## config.mk

```make
export PLATFORM = sky130hd
export DESIGN_NAME = de_roll_sequencer
export DESIGN_NICKNAME = d
export VERILOG_FILES = /design/src/rtl/de_pkg.sv /design/src/rtl/de_lfsr16.sv /design/src/rtl/de_roll_sequencer.sv
export SDC_FILE = /design/constraint.sdc
export NUM_CORES = 1
export LEC_CHECK = 0
export BUFFER_PORTS_ARGS = -buffer_cell sky130_fd_sc_hd__buf_2
export CELL_PAD_IN_SITES_DETAIL_PLACEMENT = 0
export CELL_PAD_IN_SITES_GLOBAL_PLACEMENT = 1
export CORE_MARGIN = 4
export CORE_UTILIZATION = 35
export CTS_CLUSTER_DIAMETER = 120
export DETAILED_ROUTE_END_ITERATION = 8
export HOLD_SLACK_MARGIN = 0.05
export PLACE_DENSITY_LB_ADDON = 0.1
export SYNTH_ARGS = -nofsm -noshare
export SYNTH_HDL_FRONTEND = slang
export SYNTH_SLANG_ARGS = --single-unit
```

## constraint.sdc

```tcl
create_clock -name clk -period 3.8 [get_ports clk]
set_input_delay 1.14 -clock clk [delete_from_list [all_inputs] [get_ports clk]]
set_output_delay 1.14 -clock clk [all_outputs]
set_load 0.05 [all_outputs]
```

## src/rtl/de_pkg.sv

```systemverilog
// Shared definitions for the dice roll sequencer: die ids, bounds table,
// FSM state encoding and the LFSR feedback polynomial.
package de_pkg;

   localparam int NB_W  = 4;
   localparam int DIE_W = 7;
   localparam int SUM_W = 11;

   // x^16 + x^14 + x^13 + x^11 + 1, as tap mask on a left-shifting register
   localparam logic [15:0] LFSR_POLY = 16'hB400;

   localparam logic [2:0] D4   = 3'd0;
   localparam logic [2:0] D6   = 3'd1;
   localparam logic [2:0] D8   = 3'd2;
   localparam logic [2:0] D10  = 3'd3;
   localparam logic [2:0] D12  = 3'd4;
   localparam logic [2:0] D20  = 3'd5;
   localparam logic [2:0] D30  = 3'd6;
   localparam logic [2:0] D100 = 3'd7;

   typedef enum logic [1:0] {
      IDLE = 2'd0,
      DRAW = 2'd1,
      EMIT = 2'd2,
      DONE = 2'd3
   } state_t;

   typedef struct packed {
      logic [DIE_W-1:0] dmin;
      logic [DIE_W-1:0] dmax;
      logic [DIE_W-1:0] mask;
   } bounds_t;

   // mask is the smallest 2^k-1 covering dmax-dmin, so rejection stays below 50%
   function automatic bounds_t die_bounds(input logic [2:0] id);
      bounds_t b;
      case (id)
         D4:      b = '{dmin: 7'd1, dmax: 7'd4,  mask: 7'd3};
         D6:      b = '{dmin: 7'd1, dmax: 7'd6,  mask: 7'd7};
         D8:      b = '{dmin: 7'd1, dmax: 7'd8,  mask: 7'd7};
         D10:     b = '{dmin: 7'd0, dmax: 7'd9,  mask: 7'd15};
         D12:     b = '{dmin: 7'd1, dmax: 7'd12, mask: 7'd15};
         D20:     b = '{dmin: 7'd1, dmax: 7'd20, mask: 7'd31};
         D30:     b = '{dmin: 7'd1, dmax: 7'd30, mask: 7'd31};
         default: b = '{dmin: 7'd0, dmax: 7'd99, mask: 7'd127};
      endcase
      return b;
   endfunction

endpackage

```

## src/rtl/de_lfsr16.sv

```systemverilog
// Free-running 16-bit Fibonacci LFSR with synchronous seed load.
// A zero seed is replaced by SEED so the register can never lock up.
module de_lfsr16
   import de_pkg::*;
#(
   parameter logic [15:0] SEED = 16'hACE1
) (
   input  logic        clk,
   input  logic        rst,
   input  logic        step,
   input  logic        load,
   input  logic [15:0] seed,
   output logic [15:0] lfsr_state
);

   logic [15:0] lfsr_reg;
   logic        feedback;

   assign feedback = ^(lfsr_reg & LFSR_POLY);

   always_ff @(posedge clk or posedge rst) begin
      if (rst) begin
         lfsr_reg <= SEED;
      end else if (load) begin
         lfsr_reg <= (seed == 16'h0000) ? SEED : seed;
      end else if (step) begin
         lfsr_reg <= {lfsr_reg[14:0], feedback};
      end
   end

   assign lfsr_state = lfsr_reg;

endmodule

```

## src/rtl/de_roll_sequencer.sv

```systemverilog
// Multi-die roll sequencer: draws dice by mask-and-reject from an LFSR,
// streams each value and reports the total. Optional DE_SEED_LOAD_EN adds seed loading.
module de_roll_sequencer
   import de_pkg::*;
#(
   parameter int          MAX_NB    = 15,
   parameter logic [15:0] LFSR_SEED = 16'hACE1
) (
   input  logic             clk,
   input  logic             rst,
`ifdef DE_SEED_LOAD_EN
   input  logic             seed_load,
   input  logic [15:0]      seed,
`endif
   input  logic             req_valid,
   output logic             req_ready,
   input  logic [2:0]       req_id,
   input  logic [NB_W-1:0]  req_nb,
   output logic             busy,
   output logic             die_valid,
   output logic [DIE_W-1:0] die_val,
   output logic [NB_W-1:0]  die_idx,
   output logic             done,
   output logic [SUM_W-1:0] sum
);

   state_t           state_reg, state_next;
   logic [NB_W-1:0]  nb_reg;
   logic [DIE_W-1:0] dmin_reg, range_reg, mask_reg;
   logic [DIE_W-1:0] die_val_reg;
   logic [NB_W-1:0]  die_idx_reg;
   logic [SUM_W-1:0] sum_reg;

   logic [15:0]      lfsr;
   logic [8:0]       unused_lfsr_hi;
   logic             lfsr_load;
   logic [15:0]      lfsr_seed;
   bounds_t          bounds;
   logic [DIE_W-1:0] cand, draw_val;
   logic             hit, last, accept;

`ifdef DE_SEED_LOAD_EN
   assign lfsr_load = seed_load;
   assign lfsr_seed = seed;
`else
   assign lfsr_load = 1'b0;
   assign lfsr_seed = 16'h0000;
`endif

   de_lfsr16 #(.SEED(LFSR_SEED)) u_lfsr (
      .clk        (clk),
      .rst        (rst),
      .step       (1'b1),
      .load       (lfsr_load),
      .seed       (lfsr_seed),
      .lfsr_state (lfsr)
   );

   // only the low bits feed the sampler
   assign unused_lfsr_hi = lfsr[15:7];

   assign bounds   = die_bounds(req_id);
   assign cand     = lfsr[DIE_W-1:0] & mask_reg;
   assign hit      = (cand <= range_reg);
   assign draw_val = dmin_reg + cand;
   assign last     = (die_idx_reg == nb_reg - 4'd1);
   assign accept   = (state_reg == IDLE) && req_valid;

   always_ff @(posedge clk or posedge rst) begin
      if (rst) begin
         state_reg <= IDLE;
      end else begin
         state_reg <= state_next;
      end
   end

   always_comb begin
      state_next = state_reg;
      case (state_reg)
         IDLE:    if (req_valid) state_next = (req_nb == 4'd0) ? DONE : DRAW;
         DRAW:    if (hit) state_next = EMIT;
         EMIT:    state_next = last ? DONE : DRAW;
         DONE:    state_next = IDLE;
         default: state_next = IDLE;
      endcase
   end

   always_ff @(posedge clk or posedge rst) begin
      if (rst) begin
         nb_reg      <= '0;
         dmin_reg    <= '0;
         range_reg   <= '0;
         mask_reg    <= '0;
         die_val_reg <= '0;
         die_idx_reg <= '0;
         sum_reg     <= '0;
      end else begin
         if (accept) begin
            nb_reg      <= (req_nb > 4'(MAX_NB)) ? 4'(MAX_NB) : req_nb;
            dmin_reg    <= bounds.dmin;
            range_reg   <= bounds.dmax - bounds.dmin;
            mask_reg    <= bounds.mask;
            die_idx_reg <= '0;
            sum_reg     <= '0;
         end
         if ((state_reg == DRAW) && hit) begin
            die_val_reg <= draw_val;
            sum_reg     <= sum_reg + {4'd0, draw_val};
         end
         if ((state_reg == EMIT) && !last) begin
            die_idx_reg <= die_idx_reg + 4'd1;
         end
      end
   end

   assign req_ready = (state_reg == IDLE);
   assign busy      = (state_reg != IDLE);
   assign die_valid = (state_reg == EMIT);
   assign done      = (state_reg == DONE);
   assign die_val   = die_val_reg;
   assign die_idx   = die_idx_reg;
   assign sum       = sum_reg;

endmodule
```

==> flow_summary.toml, run 1 <==
[synth]
synth_seq_area_share_pct = 49.4
postSynthAreaPerCell_um2 = 10.7
yosys.area_share.adder_pct = 8.00
synthFlopType = "dfrtp_1"
synthesis.nets = 301
async_flop_share_pct = 100
ys_seq_elements = 57
synthCells = 273
synth_edf_count = 0
synth-simple-area-share_pct = 13.8
synth_compound_area_share_pct = 13.6
ys_types = 46
yosysWarnings = 0
syn_area_um2 = 2910
synth.mux.area_fraction_pct = 4.69
synth_xor_area_share_pct = 6.92
synth_top_family_by_area = "simple AND/OR/NAND/NOR gates"

[timing]
slew_headroom_pct = 45.0
fmax_mhz = 311
fin_ws_ns = 0.585
tns_ns = 0
hold_slack_ns = 0.350
hold_viol = 0
period_share_pct = 84.6
rsz0062_at_grt = "false"
period_minus_slack_ns = 3.22
skew_ns = 0.0126
setup_violations = 0
slew_viol_final = 0
worst_pin_slew_ns = 0.825

[finish]
final_cells = 421
ff_latch_area_um2 = 1440
multiInputGateArea_um2 = 1370
drive_gt1_share_pct = 24.8
nFillCells = 785
diodes = 0
area_growth_syn_to_layout_pct = 17.8
stdcell_area_um2 = 3430
utilization_pct = 43.4
largest_reg_flops = 16
nNetsFinal = 342

[power]
vdd_drop_max_mv = 0.463
leakage_nw = 1.74
power_density_nw_per_um2 = 692
p_total_mw = 2.37

[route]
ant_nets = 0
routed-via-count = 2053
first_pass_iters = 4
viasPerCell = 4.88
drc = 0
dr.first_iter.drc_count = 68
post_drt_wl_per_cell_um = 14.7
drt_wl_total_mm = 6.19

[placement]
portBuffers = 35
dpl.cell_count = 405
gp_congestion = 0.725
place_area_um2 = 3200
dp_hpwl_mm = 4.41
dpl_worst_slack_ns = 0.620

[clock_network]
cts_sinks = 57
cts_tree = "yes"
postCtsSetupRepairBufs = 0
clk_pin_slew_worst_paths_ns = 0.08
h-tree-depth = 3
root_buffer = "clkbuf_8"
insertion_delay_ns = 0.35
ctsHoldBuffers = 0
cts_made_buffers = 9
cts_max_path_buffers = 2
ctsResizeCount = 0

[global_route]
met1_usage_pct = 18.4
first_global_vias = 2096
grt_util_met3_pct = 4.77
grt_pass1_wl_mm = 10.5
gr-total-overflow = 0
busiest_layer = "met2"
antenna_found_initial = 0
global_route.usage.total_pct = 13.5
grt_max_degree = 58
grt_util_met2_pct = 20.3

[worst_setup_path]
crit_fanout = 4
cp_slowest_stage_delay_ns = 0.53
critPathSlowestCell = "dfstp_2"
arrival_ns = 3.46
worstSetupEndpointType = "register"
crit_required_ns = 4.05
cp_cell_sequence = "and2_1, ha_1, nand3_1, nor4_1, nand2_1, xnor2_1, and2_1, ha_1, o21ai_0, nand2b_1, o311a_1, nand3_1, mux2_2, a21o_1"
path_class = "reg2reg"
start_kind = "register"

[floorplan]
initial_core_util_pct = 36.9
die_area_um2 = 9830
num_rows = 32
die_x_um = 99.2
core_area_um2 = 7890
ios = 36
die_h_um = 99.2

[run]
drv_cap = 0

[outcome]
status = "complete, no violations"

[min_path]
holdCritPathClass = "reg2reg"
-- worst max-delay path: cells and delay by family (launching register included) --
| kind | cells | cell delay (ns) |
|---|---|---|
| AOI/OAI and AO/OA | 3 | 0.47 |
| adders and majority gates | 2 | 0.45 |
| DFF | 1 | 0.53 |
| xor gates and xnor gates | 1 | 0.13 |
| and+or+nand+nor | 7 | 1.24 |
| muxes | 1 | 0.27 |
-- path summary, 6_finish.rpt --
kind	slack, ns	cells after the start	to	from
max reg2reg	0.58	14	sum[10]$_DFFE_PP0P_	u_lfsr.lfsr_state[0]$_DFF_PP1_
min	0.35	0	u_lfsr.lfsr_state[9]$_DFF_PP0_	u_lfsr.lfsr_state[8]$_DFF_PP0_
max in group asynchronous	2.32	3	sum[0]$_DFFE_PP0P_	rst
min in group asynchronous	1.00	3	die_val[4]$_DFFE_PP0P_	rst
min reg2reg	0.35	0	u_lfsr.lfsr_state[9]$_DFF_PP0_	u_lfsr.lfsr_state[8]$_DFF_PP0_
max	0.58	14	sum[10]$_DFFE_PP0P_	u_lfsr.lfsr_state[0]$_DFF_PP1_
-- routing by layer --
metal	wire length, um	share of wire [%]	vias to the layer above
met5	0	0	-
met4	80	1.3	0
met3	265	4.3	6
met2	2600	42	44
met1	3250	52	965
li1	-	-	1038
-- area by class of cell --
type                    instances  area share [%]
flip-flops and latches         57            41.9
multi-input cells             193            40.0
repair buffers                 38            6.13
well taps                     102            3.72
clock buffers                   9            3.61
clock inverters                 7            2.99
inverters                      15            1.64
-- where the power goes --
group | switching (mW) | internal, mW | total, mW
Sequential | 0.114 | 0.725 | 0.839
Clock | 0.277 | 0.376 | 0.652
Combinational | 0.571 | 0.310 | 0.881
-- kinds of logic after synthesis --
| logic type | Yosys count |
|---|---|
| compound gates | 59 |
| flops | 57 |
| mux | 12 |
| buf+inv | 23 |
| xor+xnor | 23 |
| fa+ha+maj | 18 |
| simple gates | 81 |
-- placed cells by master (no fill, tap or decap), types with 11 or more instances in the layout --
cell type  count
inv_1         14
dfrtp_1       49
xnor2_1       12
nand3_1       16
buf_2         35
a21o_1        11
nand2_1       24
ha_1          17
o21ai_0       25
xor2_1        11
-- synthesized netlist by cell type, drive strengths merged (2+ instances only) --
master / number / share of area (%)
dfrtp: 49 / 42
nand2: 25 / 3.3
o21ai: 25 / 4.3
ha: 17 / 7.3
nand3: 16 / 2.8
inv: 15 / 1.9
xnor2: 12 / 3.6
a21o: 11 / 2.8
xor2: 11 / 3.3
mux2: 10 / 4.0
nor3: 9 / 1.5
a21oi: 8 / 1.5
and2: 8 / 1.7
dfstp: 8 / 7.2
nor2: 7 / 0.90
clkbuf: 5 / 0.65
nand2b: 4 / 0.86
buf: 3 / 0.95
a31o: 2 / 0.60
a31oi: 2 / 0.43
and3: 2 / 0.43
mux2i: 2 / 0.69
nand3b: 2 / 0.52
nand4: 2 / 0.43
nor3b: 2 / 0.52
nor4: 2 / 0.43
Note: power is estimated with default switching activity, not from simulation.
==> inputs of run 2 (changes only) <==
--- a/config.mk
+++ b/config.mk
@@ -5,6 +5,7 @@
 export SDC_FILE = /design/constraint.sdc
 export NUM_CORES = 1
 export LEC_CHECK = 0
+export ABC_AREA = 1
 export BUFFER_PORTS_ARGS = -buffer_cell sky130_fd_sc_hd__buf_2
 export CELL_PAD_IN_SITES_DETAIL_PLACEMENT = 0
 export CELL_PAD_IN_SITES_GLOBAL_PLACEMENT = 1
==> constraint.sdc (replaced) <==
create_clock -name clk -period 3 [get_ports clk]
set_input_delay 0.9 -clock clk [delete_from_list [all_inputs] [get_ports clk]]
set_output_delay 0.9 -clock clk [all_outputs]
set_load 0.05 [all_outputs]
==> run 2 against run 1 <==
Compared with the run above:
- core utilization down 2.1 points
- sequential power increased by 29%
- synthesized area rose by 7.7%
- register-to-register slack worse by 0.31 ns
- cell count increased by 21%
- critical endpoint is now sum[8]$_DFFE_PP0P_
- highest routed layer unchanged
==> flow_summary.toml, run 2 <==
[clock_network]
insertion_delay_ns = 0.34
ctsHoldBuffers = 0
cts_sinks = 57
ctsResizeCount = 0
postCtsSetupRepairBufs = 0
cts_max_path_buffers = 2
cts_made_buffers = 9
root_buffer = "clkbuf_8"
h-tree-depth = 3
clk_pin_slew_worst_paths_ns = 0.07
cts_tree = "yes"

[worst_setup_path]
start_kind = "register"
worstSetupEndpointType = "register"
arrival_ns = 3.00
cp_slowest_stage_delay_ns = 0.53
crit_fanout = 4
rrSetupSlack_ns = 0.27
cp.buffers_inverters = 4
crit_required_ns = 3.27
cp_cell_sequence = "nand2_1, inv_1, ha_1, inv_1, nor2_2, nand2_1, nor2_2, nand3_1, nand2_1, inv_1, ha_1, inv_1, o21bai_1, a21boi_0, nand2_1, xor2_1, nand3_1, nand2_1"
path_common_cell = "nand2_1"
crit_family = "simple AND/OR/NAND/NOR gates"
critPathSlowestCell = "dfstp_2"
path_class = "reg2reg"

[finish]
nFillCells = 893
stdcell_area_um2 = 3610
final_common_cell = "nand2_1"
largest_reg_flops = 16
diodes = 0
area_growth_syn_to_layout_pct = 15.1
layout_common_cells = "nand2_1 (82), dfrtp_1 (49), inv_1 (46), buf_2 (35), nand3_1 (26)"
nNetsFinal = 426
drive_gt1_share_pct = 24.3

[timing]
setup_violations = 0
skew_ns = 0.00876
tns_ns = 0
worst_pin_slew_ns = 0.730
slew_viol_final = 0
hold_viol = 0
period_minus_slack_ns = 2.73
period_share_pct = 91.0
fmax_mhz = 366
rsz0062_at_grt = "false"
slew_headroom_pct = 51.4

[placement]
portBuffers = 35
dp_hpwl_mm = 4.91
gp_congestion = 0.805
place_area_um2 = 3410

[run]
drv_cap = 0

[floorplan]
die_x_um = 103
core_area_um2 = 8720
die_h_um = 103
die_area_um2 = 10500
num_rows = 34
ios = 36
initial_core_util_pct = 35.9

[synth]
ys_types = 32
synth_seq_area_share_pct = 45.8
synth_top_area_share_pct = 39.1
postSynthAreaPerCell_um2 = 8.80
synth_edf_count = 0
synthFlopType = "dfrtp_1"
synthCells = 356
ys_seq_elements = 57
async_flop_share_pct = 100
netlist_top_cells_count = "nand2_1 (82), dfrtp_1 (49), inv_1 (47), nand3_1 (26), o21ai_0 (19)"
syn_area_um2 = 3130
yosysTopAreaCell = "dfrtp_1"
yosysMostFrequentCell = "nand2_1"
yosysWarnings = 0
netlist_top_cells_area = "dfrtp_1 (39%), nand2_1 (9.8%), ha_1 (6.8%)"
synthesis.nets = 384

[global_route]
first_global_vias = 2382
antenna_found_initial = 0
gr-total-overflow = 0
global_route.usage.total_pct = 14.6
grt_max_degree = 58
grt_pass1_wl_mm = 11.8

[route]
routed-via-count = 2390
first_pass_iters = 4
drt_wl_total_mm = 6.87
post_drt_wl_per_cell_um = 13.5
drc = 0
viasPerCell = 4.68
dr.first_iter.drc_count = 79
ant_nets = 0

[power]
power_density_nw_per_um2 = 847
leakage_nw = 1.99
vdd_drop_max_mv = 0.573

[outcome]
status = "complete, no violations"

[min_path]
holdCritPathClass = "reg2reg"
==> run 2: cell types whose count changed in the layout (fill, tap and decap cells not counted), moves of 10 or more <==
cell     delta
nand2_1    +58
nand3_1    +10
nand4_1    +13
nand3_2    +13
a21o_1     -10
inv_1      +32
==> run 2: final cells by class <==
| cell class | instances | area [um^2] | share of cell area (%) |
|---|---|---|---|
| multi-input cells | 243 | 1460 | 40.3 |
| flip-flops and latches | 57 | 1440 | 39.8 |
| repair buffers | 39 | 205 | 5.69 |
| inverters | 48 | 180 | 4.99 |
| clock buffers | 11 | 141 | 3.92 |
| well taps | 108 | 135 | 3.74 |
| clock inverters | 5 | 55.1 | 1.53 |
==> run 2: logic make-up after synthesis <==
family | synth area share, %
simple gates | 27.5
flops | 45.8
buf+inv | 7.90
compound gates | 7.19
fa+ha+maj | 7.43
xor+xnor | 4.19
==> run 2: per-stage QoR <==
| step | hold slack (ns) | worst slack, ns | cells | utilization (%) | total power [mW] |
|---|---|---|---|---|---|
| after global routing | 0.369 | 0.0193 | 511 | 41.4 | 3.30 |
| final | 0.352 | 0.271 | 511 | 41.4 | 3.06 |
| after detailed placement | 0.338 | 0.200 | 495 | 39.1 | 2.37 |
| after global placement | 0.334 | 0.257 | 495 | 39.1 | 2.36 |
| after floorplan | 0.331 | 0.461 | 356 | - | 2.12 |
| after CTS | 0.356 | 0.181 | 511 | 41.3 | 3.12 |
==> run 2: per-layer routing <==
metal  part of all wire, %  up-vias  global-route usage, %
met5                     0        -                      0
met4                   1.6        0                   5.75
met3                   4.1        8                   3.86
met2                    43       45                   21.6
met1                    51     1092                   20.2
li1                      -     1245                      -
==> run 2: where the power goes <==
group | internal (mW) | switching (mW)
Sequential | 0.933 | 0.144
Clock | 0.403 | 0.320
Combinational | 0.372 | 0.883
==> run 2: worst paths after layout <==
| path | from | endpoint | depth (start not counted) |
|---|---|---|---|
| setup / recovery | u_lfsr.lfsr_state[0]$_DFF_PP1_ | sum[8]$_DFFE_PP0P_ | 18 |
| hold / removal | u_lfsr.lfsr_state[9]$_DFF_PP0_ | u_lfsr.lfsr_state[10]$_DFF_PP1_ | 0 |
| setup reg to reg | u_lfsr.lfsr_state[0]$_DFF_PP1_ | sum[8]$_DFFE_PP0P_ | 18 |
| hold reg to reg | u_lfsr.lfsr_state[9]$_DFF_PP0_ | u_lfsr.lfsr_state[10]$_DFF_PP1_ | 0 |
| max in group asynchronous | rst | sum[6]$_DFFE_PP0P_ | 3 |
| min in group asynchronous | rst | die_val[0]$_DFFE_PP0P_ | 3 |
==> inputs of run 3 (changes only) <==
--- a/config.mk
+++ b/config.mk
@@ -5,7 +5,6 @@
 export SDC_FILE = /design/constraint.sdc
 export NUM_CORES = 1
 export LEC_CHECK = 0
-export ABC_AREA = 1
 export BUFFER_PORTS_ARGS = -buffer_cell sky130_fd_sc_hd__buf_2
 export CELL_PAD_IN_SITES_DETAIL_PLACEMENT = 0
 export CELL_PAD_IN_SITES_GLOBAL_PLACEMENT = 1
==> run 3 against run 2 <==
Compared with the run above:
- fmax down 7.8%
- core utilization up 4.9 points
- setup slack worse by 0.23 ns
- total power down 0.25%
- cell count down 14%
- routed wire length down 8.3%
- cell area up 1.2%
- die area down 6.6%
- highest routed layer unchanged
==> flow_summary.toml, run 3 (synthesis gave the netlist of run 1 again) <==
[timing]
slew_headroom_pct = 63.5
period_share_pct = 98.7
hold_viol = 0
skew_ns = 0.00959
period_minus_slack_ns = 2.96
worst_pin_slew_ns = 0.546
setup_violations = 0
slew_viol_final = 0
fmax_mhz = 338
rsz0062_at_grt = "true"
hold_slack_ns = 0.353

[clock_network]
insertion_delay_ns = 0.33
root_buffer = "clkbuf_8"
h-tree-depth = 3
cts_tree = "yes"
cts_sinks = 57
cts_max_path_buffers = 2
cts_made_buffers = 9
clk_pin_slew_worst_paths_ns = 0.08

[power]
vdd_drop_max_mv = 0.672
power_density_nw_per_um2 = 834
p_total_mw = 3.05
leakage_nw = 1.85

[finish]
nNetsFinal = 358
final_cells = 437
largest_reg_flops = 16
diodes = 0
area_growth_syn_to_layout_pct = 25.5
final_common_cell = "dfrtp_1"
stdcell_area_um2 = 3650
drive_gt1_share_pct = 31.9
layout_common_cells = "dfrtp_1 (49), buf_2 (35), o21ai_0 (25), nand2_1 (24), buf_4 (18)"

[floorplan]
initial_core_util_pct = 36.9
die_x_um = 99.2
die_h_um = 99.2
num_rows = 32
core_area_um2 = 7890
ios = 36
die_area_um2 = 9830

[worst_setup_path]
crit_required_ns = 3.23
path_class = "reg2reg"
start_kind = "register"
worstSetupEndpointType = "register"
crit_fanout = 5
arrival_ns = 3.19

[route]
first_pass_iters = 4
dr.first_iter.drc_count = 58
viasPerCell = 4.84
routed-via-count = 2113
drt_wl_total_mm = 6.30
drc = 0
post_drt_wl_per_cell_um = 14.4
ant_nets = 0

[placement]
gp_congestion = 0.724
dpl.cell_count = 415
dp_hpwl_mm = 4.61
portBuffers = 35
place_area_um2 = 3280

[global_route]
antenna_found_initial = 0
global_route.usage.total_pct = 13.8
grt_pass1_wl_mm = 10.7
gr-total-overflow = 0
first_global_vias = 2111
grt_max_degree = 33

[outcome]
status = "complete, no violations"

[run]
drv_cap = 0

[min_path]
holdCritPathClass = "reg2reg"
-- run 3: cell types whose count changed in the layout (fill, tap and decap cells not counted), sizes merged, moves of 10 or more --
cell   before  now
a21o        1   11
buf        39   54
inv        48   17
mux2        0   10
nand2      89   25
nand3      39   16
nand4      15    2
nor2       19    7
-- run 3: per-stage QoR --
stage | TNS, ns | utilization, % | worst slack (ns)
2_1_floorplan | 0 | - | 0.0167
3_3_place_gp | 0 | 41.5 | 0.000915
3_5_place_dp | -0.0346 | 41.5 | -0.0346
4_1_cts | 0 | 44.7 | 0.000886
5_1_grt | -0.229 | 46.3 | -0.102
6_report | 0 | 46.3 | 0.0390
-- run 3: path summary, 6_finish.rpt --
| path | start | to | slack (ns) | cells after the start |
|---|---|---|---|---|
| worst max-delay path | u_lfsr.lfsr_state[0]$_DFF_PP1_ | sum[9]$_DFFE_PP0P_ | 0.04 | 12 |
| min in group asynchronous | rst | range_reg[5]$_DFFE_PP0P_ | 0.61 | 2 |
| worst min register to register | u_lfsr.lfsr_state[9]$_DFF_PP0_ | u_lfsr.lfsr_state[10]$_DFF_PP1_ | 0.35 | 0 |
| worst max register to register | u_lfsr.lfsr_state[0]$_DFF_PP1_ | sum[9]$_DFFE_PP0P_ | 0.04 | 12 |
| max in group asynchronous | rst | u_lfsr.lfsr_state[0]$_DFF_PP1_ | 1.77 | 3 |
| worst min-delay path | u_lfsr.lfsr_state[9]$_DFF_PP0_ | u_lfsr.lfsr_state[10]$_DFF_PP1_ | 0.35 | 0 |
-- run 3: area by class of cell --
class | count | area, um^2
clock buffer | 9 | 124
clock inverter | 7 | 103
fill | 746 | 4240
inverter | 15 | 56.3
multi-input combinational | 193 | 1480
sequential | 57 | 1440
tap | 102 | 128
timing repair buffer | 54 | 330
-- run 3: report_power, final --
| part | switching (mW) | total (mW) | internal (mW) |
|---|---|---|---|
| combinational | 0.734 | 1.16 | 0.430 |
| sequential | 0.149 | 1.07 | 0.918 |
| clock | 0.341 | 0.816 | 0.476 |
| total | 1.22 | 3.05 | 1.82 |
-- run 3: critical path: stages, from the launching register on --
cell	delay, ns
dfstp_2	0.54
and2_4	0.16
ha_4	0.13
nand3_4	0.08
nor3_4	0.21
xnor2_2	0.12
ha_1	0.36
and3_1	0.16
a221o_1	0.33
o41ai_2	0.37
nand3b_1	0.17
nor3_1	0.05
a21o_1	0.17
-- run 3: timing repair --
item                                    CTS  global route
resized for setup                         3            13
hold buffers                              0             0
pin swaps                                 1            12
endpoints found under the setup margin    3             4
setup buffers                             1             5
-- run 3: metal layers --
layer,GRT usage [%],part of all wire (%),up-vias
met3,5.26,5.0,5
li1,-,-,1070
met4,3.15,0.95,0
met5,0,0,-
met1,19.1,50,992
met2,20.5,44,46
